<file path="config.mk">
export PLATFORM = sky130hd
export DESIGN_NAME = adc_scan_sequencer
export DESIGN_NICKNAME = d
export VERILOG_FILES = /design/src/rtl/adc_scan_sequencer.sv
export SDC_FILE = /design/constraint.sdc
export NUM_CORES = 1
export LEC_CHECK = 0
export BUFFER_PORTS_ARGS = -buffer_cell sky130_fd_sc_hd__buf_2
export CAP_MARGIN = 0
export CORE_ASPECT_RATIO = 1.25
export CORE_MARGIN = 3
export CORE_UTILIZATION = 57
export CTS_CLUSTER_SIZE = 30
export DETAILED_ROUTE_END_ITERATION = 8
export GPL_ROUTABILITY_DRIVEN = 0
export PLACE_DENSITY = 0.83
export SYNTH_ARGS = -nofsm -noshare
export SYNTH_HDL_FRONTEND = slang
export SYNTH_SLANG_ARGS = --single-unit
</file>
<file path="constraint.sdc">
create_clock -name clk -period 2.5 [get_ports clk]
set_clock_uncertainty 0.15 [all_clocks]
set_input_delay 0.25 -clock clk [delete_from_list [all_inputs] [get_ports clk]]
set_output_delay 0.25 -clock clk [all_outputs]
set_load 0.05 [all_outputs]
</file>
<file path="src/rtl/adc_scan_sequencer.sv">
// Sweeps the five BMS analog channels through one muxed 12-bit ADC and publishes a coherent sample set.
// Sweeps containing a conversion timeout raise a sticky fault and are never published.
module adc_scan_sequencer #(
    parameter int SETTLE_CYCLES  = 8,
    parameter int TIMEOUT_CYCLES = 255,
    parameter int SCAN_PERIOD    = 1000
) (
    input  logic        clk,
    input  logic        rst,
    input  logic        enable,
    input  logic        fault_clr,
    input  logic        adc_done,
    input  logic [11:0] adc_data,
    output logic        adc_start,
    output logic [2:0]  adc_ch_sel,
    output logic [11:0] cell_1_voltage_adc,
    output logic [11:0] cell_2_voltage_adc,
    output logic [11:0] cell_3_voltage_adc,
    output logic [11:0] pack_current_adc,
    output logic [11:0] temperature_adc,
    output logic        sample_valid,
    output logic        scan_busy,
    output logic        timeout_fault
);

    localparam logic [2:0] ST_IDLE   = 3'd0;
    localparam logic [2:0] ST_SETTLE = 3'd1;
    localparam logic [2:0] ST_START  = 3'd2;
    localparam logic [2:0] ST_WAIT   = 3'd3;
    localparam logic [2:0] ST_DONE   = 3'd4;

    localparam logic [7:0]  SETTLE_LAST = 8'(SETTLE_CYCLES - 1);
    localparam logic [7:0]  WAIT_LAST   = 8'(TIMEOUT_CYCLES - 1);
    localparam logic [15:0] PERIOD_LOAD = 16'(SCAN_PERIOD - 1);

    logic [2:0]       state_q, state_d;
    logic [2:0]       ch_q, ch_d;
    logic [7:0]       settle_cnt_q, settle_cnt_d;
    logic [7:0]       wait_cnt_q, wait_cnt_d;
    logic [15:0]      period_cnt_q, period_cnt_d;
    logic             sweep_bad_q, sweep_bad_d;
    logic [4:0][11:0] shadow_q, shadow_d;
    logic             timeout_set;
    logic             publish;

    logic             adc_start_q;
    logic [4:0][11:0] data_out_q;
    logic             sample_valid_q;
    logic             scan_busy_q;
    logic             timeout_fault_q;

    always_comb begin
        state_d      = state_q;
        ch_d         = ch_q;
        settle_cnt_d = settle_cnt_q;
        wait_cnt_d   = wait_cnt_q;
        period_cnt_d = (period_cnt_q != 16'd0) ? period_cnt_q - 16'd1 : 16'd0;
        sweep_bad_d  = sweep_bad_q;
        shadow_d     = shadow_q;
        timeout_set  = 1'b0;

        case (state_q)
            ST_IDLE: begin
                if (enable && period_cnt_q == 16'd0) begin
                    state_d      = ST_SETTLE;
                    ch_d         = 3'd0;
                    settle_cnt_d = 8'd0;
                    period_cnt_d = PERIOD_LOAD;
                    sweep_bad_d  = 1'b0;
                end
            end
            ST_SETTLE: begin
                if (settle_cnt_q == SETTLE_LAST) begin
                    state_d = ST_START;
                end else begin
                    settle_cnt_d = settle_cnt_q + 8'd1;
                end
            end
            ST_START: begin
                wait_cnt_d = 8'd0;
                state_d    = ST_WAIT;
            end
            ST_WAIT: begin
                // A done in the final WAIT cycle still counts as a good conversion.
                if (adc_done || wait_cnt_q == WAIT_LAST) begin
                    if (adc_done) begin
                        for (int i = 0; i < 5; i++) begin
                            if (ch_q == 3'(i)) shadow_d[i] = adc_data;
                        end
                    end else begin
                        timeout_set = 1'b1;
                        sweep_bad_d = 1'b1;
                    end
                    if (ch_q == 3'd4) begin
                        state_d = ST_DONE;
                    end else begin
                        ch_d         = ch_q + 3'd1;
                        settle_cnt_d = 8'd0;
                        state_d      = ST_SETTLE;
                    end
                end else begin
                    wait_cnt_d = wait_cnt_q + 8'd1;
                end
            end
            ST_DONE: begin
                state_d = ST_IDLE;
                ch_d    = 3'd0;
            end
            default: begin
                state_d = ST_IDLE;
                ch_d    = 3'd0;
            end
        endcase
    end

    // Outputs are registered from next-state so they land in the DONE cycle itself.
    assign publish = (state_d == ST_DONE) && !sweep_bad_d;

    always_ff @(posedge clk) begin
        if (rst) begin
            state_q         <= ST_IDLE;
            ch_q            <= 3'd0;
            settle_cnt_q    <= 8'd0;
            wait_cnt_q      <= 8'd0;
            period_cnt_q    <= 16'd0;
            sweep_bad_q     <= 1'b0;
            shadow_q        <= '0;
            adc_start_q     <= 1'b0;
            data_out_q      <= '0;
            sample_valid_q  <= 1'b0;
            scan_busy_q     <= 1'b0;
            timeout_fault_q <= 1'b0;
        end else begin
            state_q         <= state_d;
            ch_q            <= ch_d;
            settle_cnt_q    <= settle_cnt_d;
            wait_cnt_q      <= wait_cnt_d;
            period_cnt_q    <= period_cnt_d;
            sweep_bad_q     <= sweep_bad_d;
            shadow_q        <= shadow_d;
            adc_start_q     <= (state_d == ST_START);
            sample_valid_q  <= publish;
            scan_busy_q     <= (state_d != ST_IDLE);
            timeout_fault_q <= timeout_set | (timeout_fault_q & ~fault_clr);
            if (publish) begin
                data_out_q <= shadow_d;
            end
        end
    end

    assign adc_start          = adc_start_q;
    assign adc_ch_sel         = ch_q;
    assign cell_1_voltage_adc = data_out_q[0];
    assign cell_2_voltage_adc = data_out_q[1];
    assign cell_3_voltage_adc = data_out_q[2];
    assign pack_current_adc   = data_out_q[3];
    assign temperature_adc    = data_out_q[4];
    assign sample_valid       = sample_valid_q;
    assign scan_busy          = scan_busy_q;
    assign timeout_fault      = timeout_fault_q;

endmodule
</file>
==> impl_metrics.json <==
{
  "yosys.area.top_type": "dfxtp_1",
  "cts_buffer_depth": 2,
  "wl_met3_um": 725,
  "worstMarginPinSlew_ps": 789.4,
  "rows": 43,
  "vias": 4903,
  "syn-num-nets": 676,
  "hpwl_mm": 10.12,
  "initial_core_util_pct": 58.95,
  "routed-wl-met2_mm": 7.720,
  "setup_violations": 0,
  "multi_input_area_sq_um": 3159,
  "synth_cell_types": 51,
  "cpMaxStageDelayCell": "mux2_1",
  "power.density_nw_per_um2": 782.3,
  "max_freq_mhz": 430.3,
  "slew_headroom_pct": 47.18,
  "outcome": "finished clean",
  "hold_path.class": "in2reg",
  "netlist_area_sq_um": 6629,
  "top_layer": "met5",
  "fin_ws_ps": 176.1,
  "fin_tns_setup_ps": 0,
  "die_y_um": 126.6,
  "cts_setup_buffers": 0,
  "slew_viol_final": 0,
  "clkSinkCount": 163,
  "grt_pass1_vias": 5084,
  "groute.usage.overall_pct": 24.06,
  "synth_seq_area_share_pct": 49.23,
  "required_ps": 2650,
  "path_clk_slew_ps": 60,
  "syn_avg_cell_area_sq_um": 10.21,
  "viasPerCell": 5.565,
  "clk_latency_ps": 420,
  "io_buffers": 83,
  "finalHoldViolations": 0,
  "ys_seq_elements": 163,
  "syn_to_final_growth_pct": 16.78,
  "crit_path_cell_trace": "inv_1 -> ha_1 -> nor4b_1 -> nand4_1 -> o22ai_2 -> nand2b_2 -> buf_4 -> mux2_1",
  "timing.max_cap.violations": 0,
  "wirelength_mm": 14.98,
  "cts_root_buf": "clkbuf_16",
  "fin_hold_ws_ps": 14.37,
  "synth_edf_count": 0,
  "synthCells": 649,
  "async_reset_ff_share_pct": 0,
  "finalCritPeriodShare_pct": 92.95,
  "wl_met1_mm": 6.090,
  "p_total_mw": 6.056,
  "end_kind": "flop",
  "peakVddDrop_uv": 524.0,
  "crit_arrival_ps": 2470,
  "grt_max_degree": 102,
  "p_leak_nw": 3.240,
  "synth_commonest_cells": "dfxtp_1, nor2_1, mux2_1, nor2b_1, mux2i_1",
  "utilization_pct": 68.84,
  "fin_crit_ps": 2324,
  "grt_overflow_total": 0,
  "cts_tree": "built",
  "wl_per_cell_um": 17.00,
  "yosysTopAreaCellShare_pct": 49.23,
  "crit_path_start_kind": "flop",
  "fp.dieArea_sq_um": 12970,
  "drtPass1Iterations": 4,
  "numCtsBuffers": 17,
  "path_max_fanout": 19,
  "htree_levels": 4,
  "ys.flop_type": "dfxtp_1",
  "num_antenna_cells": 0,
  "yosysWarningCount": 0,
  "grt_pass1_wl_mm": 24.55,
  "first_iter_violations": 184,
  "regArea_sq_um": 3263,
  "ant_nets": 0,
  "antenna_found_initial": 1,
  "pre_cts_slack_ps": 137.8,
  "nNetsFinal": 760,
  "drive_above_1_share_pct": 19.84,
  "die_x_um": 102.5,
  "io_pins": 84,
  "synthTopCellsByArea": "dfxtp_1, mux2_1, mux2i_1",
  "fill_cells": 810,
  "drc": 0,
  "max_stage_delay_ps": 350,
  "synth_most_common_cell": "dfxtp_1",
  "rsz0062_at_grt": "false",
  "core_sq_um": 11240,
  "crit_type": "reg2reg"
}
==> power breakdown <==
part           internal (mW)  leakage (nW)  total, mW  switching [mW]
Sequential              2.70          1.32       2.82           0.127
Combinational          0.357          1.66      0.817           0.460
Clock                   1.30         0.267       2.41            1.11
Total                   4.36          3.24       6.06            1.70
==> final cells by class <==
cell class	instances	share of cell area (%)
clock buffer	18	5.544
sequential	163	42.15
tap	135	2.182
inverter	8	0.3879
clock inverter	14	1.519
timing repair buffer	100	7.403
multi-input combinational	443	40.81
==> routing by layer <==
| metal | GRT usage, % | up-vias |
|---|---|---|
| met5 | 0 | - |
| met1 | 27.95 | 2358 |
| met4 | 9.807 | 2 |
| met2 | 41.03 | 131 |
| met3 | 6.876 | 34 |
| li1 | - | 2378 |
==> worst paths after layout <==
| kind | slack (ps) | to | start | cells after the start |
|---|---|---|---|---|
| setup / recovery | 180 | pack_current_adc[0] | period_cnt_q[0] | 8 |
| hold / removal | 10 | shadow_q[47] | adc_data[11] | 3 |
| setup reg to reg | 180 | pack_current_adc[0] | period_cnt_q[0] | 8 |
| hold reg to reg | 320 | shadow_q[41] | shadow_q[41] | 2 |
==> critical path, delay by kind of cell, from the launching register on <==
kind / cells / cell delay (ps)
simple gates: 3 / 660
compound gates: 1 / 220
buf+inv: 2 / 320
mux: 1 / 350
fa+ha+maj: 1 / 180
flops: 1 / 320
==> registers in the layout, indices dropped and copies added, names as in the netlist <==
| register | count |
|---|---|
| wait_cnt_q | 8 |
| cell_2_voltage_adc | 12 |
| adc_ch_sel | 3 |
| timeout_fault | 1 |
| state_q | 3 |
| pack_current_adc | 12 |
| adc_start | 1 |
| cell_1_voltage_adc | 12 |
| sweep_bad_q | 1 |
| period_cnt_q | 16 |
| scan_busy | 1 |
| sample_valid | 1 |
| shadow_q | 60 |
| temperature_adc | 12 |
| settle_cnt_q | 8 |
| cell_3_voltage_adc | 12 |
==> cell usage in the layout, fill, tap and decap left out, types with 8 or more instances in the layout <==
| cell type | count |
|---|---|
| dfxtp_1 | 163 |
| nor2_1 | 83 |
| buf_2 | 82 |
| nor2b_1 | 60 |
| mux2_1 | 60 |
| mux2i_1 | 49 |
| nand2_1 | 36 |
| a21oi_1 | 21 |
| clkbuf_16 | 17 |
| buf_4 | 15 |
| xnor2_1 | 12 |
| ha_1 | 10 |
| o21ai_1 | 9 |
| inv_1 | 8 |
| nand3_1 | 8 |
| nor3_1 | 8 |
| xor2_1 | 8 |
==> per-stage QoR <==
stage	cell area [sq um]	instances
2_1_floorplan	6629	649
3_3_place_gp	7169	848
3_5_place_dp	7169	848
4_1_cts	7726	881
5_1_grt	7741	881
6_report	7741	881
==> repair_timing <==
item | in CTS | in global routing
endpoints found under the hold margin | 1 | 0
setup endpoints to repair | 0 | 65
hold buffers | 1 | 0
gates resized for setup | 0 | 3
==> cells by family after synthesis <==
| logic type | share of synthesized area [%] |
|---|---|
| mux | 17.59 |
| simple gates | 19.97 |
| flops | 49.23 |
| fa+ha+maj | 1.888 |
| xor+xnor | 2.643 |
| compound gates | 5.304 |
| buf+inv | 3.379 |
(Power assumes the default switching activity.)
